### src/rtl/adder_pipe_n_if.sv
// Operand/result handshake bundle for the pipelined adder/subtractor.
// Valid/ready: a beat moves only on a cycle where valid && ready are both high; the
// sender holds its payload stable while valid is high and ready is low.
interface adder_pipe_n_if #(
    parameter int WIDTH = 8
);
    logic             in_valid;
    logic             in_ready;
    logic [WIDTH-1:0] a;
    logic [WIDTH-1:0] b;
    logic [1:0]       op;
    logic             cin;
    logic             out_valid;
    logic             out_ready;
    logic [WIDTH-1:0] s;
    logic             cout;
    logic             ovf;
    logic             zero;
    logic             neg;

    modport master (
        output in_valid, a, b, op, cin, out_ready,
        input  in_ready, out_valid, s, cout, ovf, zero, neg
    );

    modport slave (
        input  in_valid, a, b, op, cin, out_ready,
        output in_ready, out_valid, s, cout, ovf, zero, neg
    );
endinterface

### src/rtl/adder_pipe_n.sv
// Pipelined ripple adder/subtractor: one SEG-bit slice per register stage, carry and
// zero accumulation travel with the beat; NZCV flags derived from the output stage.
module adder_pipe_n #(
    parameter int WIDTH = 8,
    parameter int SEG   = 4
) (
    input  logic          clk,
    input  logic          rst_n,
    adder_pipe_n_if.slave bus
);
    // WIDTH must be a multiple of SEG.
    localparam int NSTG = WIDTH / SEG;
    localparam int LAST = NSTG - 1;

    logic             advance;
    logic             accept;
    logic [WIDTH-1:0] b_cond;
    logic             c0;

    logic             v_q [NSTG];
    logic [WIDTH-1:0] a_q [NSTG];
    logic [WIDTH-1:0] b_q [NSTG];
    logic [WIDTH-1:0] s_q [NSTG];
    logic             c_q [NSTG];
    logic             z_q [NSTG];

    logic [WIDTH-1:0] a_d [NSTG];
    logic [WIDTH-1:0] b_d [NSTG];
    logic [WIDTH-1:0] s_d [NSTG];
    logic             c_d [NSTG];
    logic             z_d [NSTG];

    // Whole pipe stalls only when the output beat is held by downstream.
    assign advance      = !(v_q[LAST] && !bus.out_ready);
    assign accept       = bus.in_valid && advance;
    assign bus.in_ready = advance;

    always_comb begin
        b_cond = bus.op[1] ? ~bus.b : bus.b;
        case (bus.op)
            2'b00:   c0 = 1'b0;
            2'b10:   c0 = 1'b1;
            default: c0 = bus.cin;
        endcase
    end

    for (genvar k = 0; k < NSTG; k++) begin : g_stg
        logic [WIDTH-1:0] a_i;
        logic [WIDTH-1:0] b_i;
        logic [WIDTH-1:0] s_i;
        logic             c_i;
        logic             z_i;
        logic [SEG:0]     sum;
        logic [WIDTH-1:0] s_n;

        if (k == 0) begin : g_head
            assign a_i = bus.a;
            assign b_i = b_cond;
            assign s_i = '0;
            assign c_i = c0;
            assign z_i = 1'b1;
        end else begin : g_body
            assign a_i = a_q[k-1];
            assign b_i = b_q[k-1];
            assign s_i = s_q[k-1];
            assign c_i = c_q[k-1];
            assign z_i = z_q[k-1];
        end

        assign sum = {1'b0, a_i[k*SEG +: SEG]} + {1'b0, b_i[k*SEG +: SEG]} + {{SEG{1'b0}}, c_i};

        always_comb begin
            s_n                = s_i;
            s_n[k*SEG +: SEG]  = sum[SEG-1:0];
        end

        assign a_d[k] = a_i;
        assign b_d[k] = b_i;
        assign s_d[k] = s_n;
        assign c_d[k] = sum[SEG];
        assign z_d[k] = z_i && (sum[SEG-1:0] == '0);
    end

    // Data regs load only behind a valid beat, so the output holds the last result across bubbles.
    always_ff @(posedge clk or negedge rst_n) begin
        if (!rst_n) begin
            for (int k = 0; k < NSTG; k++) begin
                v_q[k] <= 1'b0;
                a_q[k] <= '0;
                b_q[k] <= '0;
                s_q[k] <= '0;
                c_q[k] <= 1'b0;
                z_q[k] <= 1'b0;
            end
        end else if (advance) begin
            v_q[0] <= bus.in_valid;
            if (accept) begin
                a_q[0] <= a_d[0];
                b_q[0] <= b_d[0];
                s_q[0] <= s_d[0];
                c_q[0] <= c_d[0];
                z_q[0] <= z_d[0];
            end
            for (int k = 1; k < NSTG; k++) begin
                v_q[k] <= v_q[k-1];
                if (v_q[k-1]) begin
                    a_q[k] <= a_d[k];
                    b_q[k] <= b_d[k];
                    s_q[k] <= s_d[k];
                    c_q[k] <= c_d[k];
                    z_q[k] <= z_d[k];
                end
            end
        end
    end

    assign bus.out_valid = v_q[LAST];
    assign bus.s         = s_q[LAST];
    assign bus.cout      = c_q[LAST];
    assign bus.zero      = z_q[LAST];
    assign bus.neg       = s_q[LAST][WIDTH-1];
    assign bus.ovf       = (a_q[LAST][WIDTH-1] == b_q[LAST][WIDTH-1]) &&
                           (s_q[LAST][WIDTH-1] != a_q[LAST][WIDTH-1]);
endmodule
### src/flat_wrapper.sv
// flat-port wrapper written by rule: the top's interface ports become plain ports
module adder_pipe_n_flat 
#(
    parameter int WIDTH = 8,
    parameter int SEG   = 4
)
  (clk, rst_n, bus_in_valid, bus_a, bus_b, bus_op, bus_cin, bus_out_ready, bus_in_ready, bus_out_valid, bus_s, bus_cout, bus_ovf, bus_zero, bus_neg);
  adder_pipe_n_if #(.WIDTH(WIDTH)) bus_i ();
  input  logic clk;
  input  logic rst_n;
  input wire logic [$bits(bus_i.in_valid)-1:0] bus_in_valid;
  input wire logic [$bits(bus_i.a)-1:0] bus_a;
  input wire logic [$bits(bus_i.b)-1:0] bus_b;
  input wire logic [$bits(bus_i.op)-1:0] bus_op;
  input wire logic [$bits(bus_i.cin)-1:0] bus_cin;
  input wire logic [$bits(bus_i.out_ready)-1:0] bus_out_ready;
  output wire logic [$bits(bus_i.in_ready)-1:0] bus_in_ready;
  output wire logic [$bits(bus_i.out_valid)-1:0] bus_out_valid;
  output wire logic [$bits(bus_i.s)-1:0] bus_s;
  output wire logic [$bits(bus_i.cout)-1:0] bus_cout;
  output wire logic [$bits(bus_i.ovf)-1:0] bus_ovf;
  output wire logic [$bits(bus_i.zero)-1:0] bus_zero;
  output wire logic [$bits(bus_i.neg)-1:0] bus_neg;
  assign bus_i.in_valid = bus_in_valid;
  assign bus_i.a = bus_a;
  assign bus_i.b = bus_b;
  assign bus_i.op = bus_op;
  assign bus_i.cin = bus_cin;
  assign bus_i.out_ready = bus_out_ready;
  assign bus_in_ready = bus_i.in_ready;
  assign bus_out_valid = bus_i.out_valid;
  assign bus_s = bus_i.s;
  assign bus_cout = bus_i.cout;
  assign bus_ovf = bus_i.ovf;
  assign bus_zero = bus_i.zero;
  assign bus_neg = bus_i.neg;
  adder_pipe_n #(.WIDTH(WIDTH), .SEG(SEG)) u_core (.clk(clk), .rst_n(rst_n), .bus(bus_i));
endmodule
### config.mk
export PLATFORM = sky130hd
export DESIGN_NAME = adder_pipe_n_flat
export DESIGN_NICKNAME = d
export VERILOG_FILES = /design/src/rtl/adder_pipe_n_if.sv /design/src/rtl/adder_pipe_n.sv /design/src/flat_wrapper.sv
export SDC_FILE = /design/constraint.sdc
export NUM_CORES = 1
export LEC_CHECK = 0
export ABC_AREA = 1
export ABC_CLOCK_PERIOD_IN_PS = 2200
export BUFFER_PORTS_ARGS = -buffer_cell sky130_fd_sc_hd__buf_2
export CAP_MARGIN = 20
export CELL_PAD_IN_SITES_DETAIL_PLACEMENT = 0
export CELL_PAD_IN_SITES_GLOBAL_PLACEMENT = 1
export CORE_UTILIZATION = 35
export DETAILED_ROUTE_END_ITERATION = 7
export PLACE_DENSITY = 0.82
export REMOVE_ABC_BUFFERS = 1
export SETUP_SLACK_MARGIN = 0.15
export SLEW_MARGIN = 25
export SYNTH_ARGS = -nofsm -noshare
export SYNTH_HDL_FRONTEND = slang
export SYNTH_SLANG_ARGS = --single-unit
### constraint.sdc
create_clock -name clk -period 2.2 [get_ports clk]
set_clock_uncertainty 0.15 [all_clocks]
set_input_delay 0 -clock clk [delete_from_list [all_inputs] [get_ports clk]]
set_output_delay 0 -clock clk [all_outputs]
set_load 0.1 [all_outputs]
### After elaboration in Yosys (flattened, before gate mapping)

Index checks and enable logic that the tools add are counted.

* bits of input ports: 23
* register bits: 50
* word-level logic and storage cells: 34

* mux-type cells: 2
* equal/unequal tests: 3
* $add $sub $neg: 4
* reductions and logical operators: 11
* bitwise operators: 2

Operator list (count)
* $add 4x4->5: 2
* $add 5x1->5: 2
* $logic_not 4->1: 2
* $mux 8: 1
* $not 8->8: 1
* $logic_and 1x1->1: 4
* $reduce_and 2->1: 2
* $eq 2x2->1 const B: 1
* $logic_not 1->1: 2
* $logic_not 2->1: 1
* $pmux 1 s2: 1
* $eq 1x1->1: 1
* $ne 1x1->1: 1
* $not 1->1: 1

### Logic depth before layout (Yosys ltp)

Gate-level depths: netlist (run 1).

* word-level depth: 5
* depth in mapped cells: 10
* depth with buffers taken out: 9

### Worst setup path before layout (run 1)

No wires, ideal clock.

* kind: flip-flop to output port
* start: register u_core.s_q (netlist bit u_core.bus.s[7])
* end: output bus_ovf
* stages on the path, launching flop included: 5
* required time: 2050 ps
* setup slack: -627 ps
* arrival: 2677 ps
* cells stage by stage: dfrtp_1 -> inv_1 -> nor2_1 -> nor2_1 -> a21oi_1

* cells in the longest elaborated chain, start to end: 2

Ends and longest elaborated chain
* start: declaration: RTL line adder_pipe_n.sv:23 `logic [WIDTH-1:0] s_q [NSTG];`
* start signal: indexed assignment: RTL line adder_pipe_n.sv:109 `s_q[k] <= s_d[k];`
* $ne 1x1->1: RTL line adder_pipe_n.sv:123 `(s_q[LAST][WIDTH-1] != a_q[LAST][WIDTH-1]);`
* $logic_and 1x1->1: RTL line adder_pipe_n.sv:122 `assign bus.ovf = (a_q[LAST][WIDTH-1] == b_q[LAST][WIDTH-1]) &&`
* end: declaration: RTL line flat_wrapper.sv:21 `output wire logic [$bits(bus_i.ovf)-1:0] bus_ovf;`

Every way passes these cells.

### Worst setup path in the final report (run 1)

* start: register u_core.c_q (netlist bit u_core.g_stg[1].c_i)
* end: register u_core.z_q (netlist bit u_core.bus.zero)

* cells in the longest elaborated chain, start to end: 3

Ends and longest elaborated chain
* start: declaration: RTL line adder_pipe_n.sv:24 `logic c_q [NSTG];`
* start signal: indexed assignment: RTL line adder_pipe_n.sv:110 `c_q[k] <= c_d[k];`
* $add 5x1->5: RTL line adder_pipe_n.sv:70 `assign sum = {1'b0, a_i[k*SEG +: SEG]} + {1'b0, b_i[k*SEG +: SEG]} + {{SEG{1'b0}}, c_i};`
* $logic_not 4->1: RTL line adder_pipe_n.sv:81 `assign z_d[k] = z_i && (sum[SEG-1:0] == '0);`
* $logic_and 1x1->1: RTL line adder_pipe_n.sv:81
* end signal: indexed assignment: RTL line adder_pipe_n.sv:111 `z_q[k] <= z_d[k];`
* end: declaration: RTL line adder_pipe_n.sv:25 `logic z_q [NSTG];`

Every way passes these cells.
A chain may end at the register's enable or synchronous reset.

==> out/metrics.yaml, run 1 <==
outcome:
  status: "finished, final reports clean"
floorplan:
  coreArea_um2: 4350
  start_util_pct: 36.3
  rows: 24
  die_y_um: 69.2
  io_pins: 37
  fp.dieW_um: 69.2
  fp.dieArea_um2: 4790
final_layout:
  syn2layout_area_growth_pct: 22.9
  layout.area.seq_um2: 701
  final_common_cell: "nand2_1"
  multi_input_area_um2: 723
  final_cells: 280
  drive_above_1_share_pct: 23.7
  diodes: 0
  final_cell_mix: "56 x nand2_1, 36 x buf_2, 28 x dfrtp_1, 22 x inv_1, 15 x nand3_1"
  finalNetCount: 263
  fillers: 453
cts:
  cts_buffers: 3
  cts_sinks: 28
  htreeDepth: 1
  cts_tree: "built"
  cts_root_buffer: "clkbuf_8"
  clk_path_buf_depth: 2
  path_clk_slew_ns: 0.09
  insertion_delay_ns: 0.27
sta:
  relSlewSlack_pct: 58.3
  grt_setup_unrepaired: "false"
  timing.final.crit_share_pct: 88.8
  fmax_ghz: 0.512
  worst_pin_slew_ns: 0.626
  hold_viol: 0
  drv_slew: 0
  tns_ns: 0
  fin_crit_ns: 1.95
  setup_viol: 0
yosys:
  yosysWarnings: 0
  synthCells: 181
  synthFlopType: "dfrtp_1"
  synth-async-reset-ratio_pct: 100
  syn_area_um2: 1580
  synthDistinctLibCells: 24
  ys_ff_latch: 28
  synth_edf_count: 0
  ys_seq_area_share_pct: 44.3
  syn_area_per_cell_um2: 8.73
drt:
  drc_errors: 0
  ant_nets: 0
  wl_um: 2970
  drtIter0Drc: 98
  wl_per_cell_um: 10.6
  vias_per_cell: 4.48
  vias: 1254
  drt_pass1_iterations: 4
global_route:
  first_global_vias: 1171
  grt.overflow.total: 0
  antenna_found_initial: 0
  grt_max_degree: 29
  grt.total_usage_pct: 13.6
  grt_first_pass_wirelength_um: 5340
worst_setup_path:
  required_ns: 2.27
  cp_slowest_cell: "fa_1"
  crit_path_max_fanout: 2
  critPathMaxStageDelay_ns: 0.57
  worstPathArrival_ns: 2.02
  crit_chain: "inv_1, fa_2, fa_1, nand2_1, inv_1, nand3_1, nor2_1, nand3_1, nand2_1"
  worstSetupStartpointType: "register"
  endpoint_kind: "register"
  crit_type: "reg -> reg"
place:
  io_buffer_count: 36
  dpl.hpwl_um: 2270
  place_congestion: 0.717
  dp.cells: 264
power:
  powerDensity_nw_per_um2: 1210
  irDropWorstVdd_mv: 0.466
  leakage_nw: 1.04
job:
  cap_viol_max_count: 0
hold_path:
  hold_path.class: "in -> reg"
cell families after synthesis:
logic type,after synthesis,share of synthesized area (%)
AOI/OAI and AO/OA,20,8.23
xor gates and xnor gates,8,4.43
adders and majority gates,11,10.6
buffers and inverters,30,10.1
DFF,28,44.3
muxes,1,0.633
and+or+nand+nor,83,21.7
layout make-up:
type	count	share of cell area (%)
tap	52	3.35
timing repair buffer	49	15.7
clock buffer	4	2.84
sequential	28	36.1
inverter	24	4.77
multi-input combinational	123	37.2
per-layer routing:
metal / share of wire (%) / vias to the layer above / global-route usage, %
met4: 1.5 / 0 / 5.44
li1: - / 655 / -
met5: 0 / - / 0
met1: 53 / 560 / 20.2
met2: 42 / 35 / 20.3
met3: 3.1 / 4 / 1.31
where the power goes:
group          internal (W)  leakage (nW)  switching (W)
registers          0.000651         0.341      0.0000837
clock network      0.000160        0.0288       0.000160
logic              0.000278         0.671        0.00102
critical path: cells and delay by family (launching register included):
family	cells	cell delay (ns)
adders and majority gates	2	0.98
DFF	1	0.33
and+or+nand+nor	5	0.32
buffers and inverters	2	0.12
registers in the layout, indices dropped and copies added (netlist names), 4 cells and up:
signal and flops:
u_core.bus.s 8, u_core.g_stg.a_i 4, u_core.g_stg.b_i 4, u_core.g_stg.s_i 4
per-stage QoR:
| stage | power [W] | hold slack [ns] | utilization (%) | cell area (um2) | worst slack [ns] |
|---|---|---|---|---|---|
| after floorplan | 0.00179 | -0.446 | - | 1510 | -1.26 |
| after global placement | 0.00200 | -0.102 | 40.6 | 1770 | 0.282 |
| after detailed placement | 0.00202 | -0.0909 | 40.6 | 1770 | 0.249 |
| after CTS | 0.00236 | 0.0340 | 44.4 | 1930 | 0.227 |
| after global routing | 0.00249 | 0.0536 | 44.6 | 1940 | 0.143 |
| final | 0.00235 | 0.0388 | 44.6 | 1940 | 0.246 |
cell usage after synthesis (2+ instances only):
cell type / instances / share of area [%]
nand2_1: 56 / 13
dfrtp_1: 28 / 44
inv_1: 22 / 5.2
nand3_1: 15 / 4.8
nor2_1: 9 / 2.1
ha_1: 7 / 5.5
o21ai_2: 6 / 3.3
xnor2_1: 6 / 3.3
a21oi_1: 5 / 1.6
fa_1: 4 / 5.1
buf_6: 3 / 2.1
o21ai_1: 3 / 0.95
a31oi_1: 2 / 0.79
nor2_2: 2 / 0.79
o21a_1: 2 / 0.95
o21ai_0: 2 / 0.63
xor2_1: 2 / 1.1
timing repair:
item	4_1_cts	5_1_grt
setup buffers	0	1
hold buffers	11	0
setup endpoints to repair	0	1
resized for setup	0	1
hold endpoints to repair	40	0
worst paths after layout:
check                                                        to  cells past startpoint  slack, ns                            start
worst max-delay path                u_core.bus.zero$_DFFE_PN0P_                      9       0.25  u_core.g_stg[1].c_i$_DFFE_PN0P_
worst min-delay path            u_core.g_stg[1].c_i$_DFFE_PN0P_                      6       0.04                         bus_a[3]
worst max register to register      u_core.bus.zero$_DFFE_PN0P_                      9       0.25  u_core.g_stg[1].c_i$_DFFE_PN0P_
worst min register to register      u_core.bus.s[1]$_DFFE_PN0P_                      2       0.32      u_core.bus.s[1]$_DFFE_PN0P_
max in group asynchronous           u_core.bus.cout$_DFFE_PN0P_                      2       1.38                            rst_n
min in group asynchronous           u_core.bus.s[1]$_DFFE_PN0P_                      2       0.12                            rst_n
(Power assumes the default switching activity.)
==> inputs of run 2 (changes only) <==
--- a/config.mk
+++ b/config.mk
@@ -6,14 +6,15 @@
 export NUM_CORES = 1
 export LEC_CHECK = 0
 export ABC_AREA = 1
-export ABC_CLOCK_PERIOD_IN_PS = 2200
-export BUFFER_PORTS_ARGS = -buffer_cell sky130_fd_sc_hd__buf_2
+export ABC_CLOCK_PERIOD_IN_PS = 1900
+export BUFFER_PORTS_ARGS = -buffer_cell sky130_fd_sc_hd__buf_4
 export CAP_MARGIN = 20
 export CELL_PAD_IN_SITES_DETAIL_PLACEMENT = 0
 export CELL_PAD_IN_SITES_GLOBAL_PLACEMENT = 1
 export CORE_UTILIZATION = 35
 export DETAILED_ROUTE_END_ITERATION = 7
 export PLACE_DENSITY = 0.82
+export RECOVER_POWER = 100
 export REMOVE_ABC_BUFFERS = 1
 export SETUP_SLACK_MARGIN = 0.15
 export SLEW_MARGIN = 25
==> constraint.sdc (replaced) <==
create_clock -name clk -period 1.9 [get_ports clk]
set_clock_uncertainty 0.15 [all_clocks]
set_input_delay 0 -clock clk [delete_from_list [all_inputs] [get_ports clk]]
set_output_delay 0 -clock clk [all_outputs]
set_load 0.1 [all_outputs]
==> out/metrics.yaml, run 2 (synthesized netlist as in run 1, its figures left out) <==
worst_setup_path:
  endpoint_kind: "register"
  required_ns: 1.97
  reg2reg_depth: 9
  crit_path_max_fanout: 2
  r2r_slack_ns: 0.02
  crit_buf_inv: 2
  crit_chain: "inv_2, fa_2, fa_1, nand2_1, inv_2, nand3_2, nor2_2, nand3_1, nand2_1"
  worstSetupStartpointType: "register"
  cp_slowest_cell: "fa_1"
  crit_type: "reg -> reg"
  critPathTopFamily: "adder cells"
  worstPathArrival_ns: 1.94
  rr_endpoint: "u_core.bus.zero$_DFFE_PN0P_"
  timing.rr.start: "u_core.g_stg[1].c_i$_DFFE_PN0P_"
  critPathMaxStageDelay_ns: 0.50
sta:
  fmax_ghz: 0.533
  relSlewSlack_pct: 53.8
  setup_viol: 0
  hold_viol: 0
  timing.final.crit_share_pct: 98.7
  fin_crit_ns: 1.88
  grt_setup_unrepaired: "true"
  fin_ws_ns: 0.0239
  drv_slew: 0
  worst_pin_slew_ns: 0.693
final_layout:
  utilization_pct: 46.1
  diodes: 0
  final_common_cell: "nand2_1"
  final_cells: 283
  final_area_um2: 2010
  finalNetCount: 266
  syn2layout_area_growth_pct: 26.9
  final_cell_mix: "56 x nand2_1, 28 x dfrtp_1, 25 x buf_4, 20 x inv_1"
  largest_register_ffs: 8
  drive_above_1_share_pct: 23.8
power:
  irDropWorstVdd_mv: 0.524
  pwr-share-clk_pct: 13.2
  power.switching_w: 0.00146
  seqPwrFrac_pct: 31.0
  swShare_pct: 53.1
  combPwrFrac_pct: 55.7
  p_int_w: 0.00129
  powerDensity_nw_per_um2: 1370
  leakage_nw: 1.06
global_route:
  grt.overflow.total: 0
  grt_first_pass_wirelength_um: 5130
  grt.busiest_layer: "met2"
  grt.total_usage_pct: 13.1
  antenna_found_initial: 0
  first_global_vias: 1182
  grtUsageMet1_pct: 18.3
  grt_use_met3_pct: 1.89
  grt_use_met2_pct: 20.6
  grt_max_degree: 29
drt:
  wl_um: 2940
  drc_errors: 0
  drtIter0Drc: 51
  vias: 1266
  drt_pass1_iterations: 4
  wl_per_cell_um: 10.4
  ant_nets: 0
  vias_per_cell: 4.47
cts:
  path_clk_slew_ns: 0.09
  cts_buffers: 3
  htreeDepth: 1
  cts_root_buffer: "clkbuf_8"
  cts_tree: "built"
  insertion_delay_ns: 0.27
  clk_path_buf_depth: 2
  cts_sinks: 28
floorplan:
  fp.dieW_um: 69.2
  io_pins: 37
  die_y_um: 69.2
  start_util_pct: 36.3
  coreArea_um2: 4350
  fp.dieArea_um2: 4790
  rows: 24
job:
  cap_viol_max_count: 0
place:
  dpl.hpwl_um: 2250
  dp.cells: 267
  dpl_cell_area_um2: 1880
  place_congestion: 0.737
  pre_cts_slack_ns: -0.0308
  io_buffer_count: 36
hold_path:
  worst_hold_path.endpoint: "u_core.g_stg[1].c_i$_DFFE_PN0P_"
  whs_path_depth: 6
  min-delay-start: "bus_a[3]"
  hold_path.class: "in -> reg"
outcome:
  status: "finished, final reports clean"
==> run 2: changes by cell type in the layout (fill, tap and decap cells not counted), moves of 2 or more <==
cell      previous run  this run
inv_1               22        20
clkbuf_2             0        14
o21ai_2              6         1
inv_2                1         4
o21ai_1              3         1
buf_4                2        25
buf_2               36         0
o21ai_0              2         9
==> run 2: metrics by stage <==
| stage | setup TNS (ns) | hold WS [ns] | total power [W] |
|---|---|---|---|
| after floorplan | -4.58 | -0.446 | 0.00207 |
| after global placement | 0 | -0.216 | 0.00242 |
| after detailed placement | -0.0308 | -0.211 | 0.00244 |
| after CTS | 0 | 0.0236 | 0.00283 |
| after global routing | -0.124 | 0.0571 | 0.00292 |
| final | 0 | 0.0164 | 0.00275 |
==> run 2: how the worst max path moves through the flow <==
stage,from,end,slack (ns),cells after the start
after CTS,u_core.g_stg[1].c_i$_DFFE_PN0P_,u_core.bus.zero$_DFFE_PN0P_,0.009,9
after detailed placement,u_core.g_stg[1].c_i$_DFFE_PN0P_,u_core.bus.zero$_DFFE_PN0P_,-0.03,9
after floorplan,u_core.bus.s[7]$_DFFE_PN0P_,bus_ovf,-1.56,4
final,u_core.g_stg[1].c_i$_DFFE_PN0P_,u_core.bus.zero$_DFFE_PN0P_,0.02,9
after global routing,u_core.g_stg[1].b_i[4]$_DFFE_PN0P_,u_core.bus.zero$_DFFE_PN0P_,-0.09,9
after global placement,u_core.g_stg[1].c_i$_DFFE_PN0P_,u_core.bus.zero$_DFFE_PN0P_,0.01,9
==> run 2: power by group through the flow <==
stage / Sequential [W] / Combinational [W] / Clock [W]
global route: 0.000874 / 0.00165 / 0.000393
floorplan: 0.00155 / 0.000521 / 0
finish: 0.000853 / 0.00153 / 0.000364
CTS: 0.000852 / 0.00160 / 0.000374
detailed placement: 0.000865 / 0.00158 / 0
global placement: 0.000859 / 0.00156 / 0
==> run 2: routing by layer <==
| layer | up-vias | part of all wire [%] |
|---|---|---|
| met2 | 36 | 44 |
| met3 | 2 | 4.1 |
| met1 | 567 | 51 |
| li1 | 661 | - |
| met5 | - | 0 |
| met4 | 0 | 0.88 |
==> run 2: what timing repair did <==
item | 4_1_cts | 5_1_grt
gates resized for setup | 1 | 6
endpoints found under the setup margin | 4 | 4
hold buffers | 11 | 0
pin swaps | 0 | 1
buffers inserted | 0 | 1
endpoints found under the hold margin | 40 | 0
==> run 2: worst reg2reg max path, delay by kind of cell, from the launching register on <==
kind / cells / cell delay (ns)
adder cells (fa/ha/maj): 2 / 0.89
buffers and inverters: 2 / 0.10
flip-flops: 1 / 0.35
AND/OR/NAND/NOR: 5 / 0.33
==> run 2: layout make-up <==
type / count / area (um2)
inverter: 24 / 90.1
multi-input combinational: 123 / 712
fill: 454 / 2350
tap: 52 / 65.1
timing repair buffer: 52 / 383
sequential: 28 / 701
clock buffer: 4 / 55.1
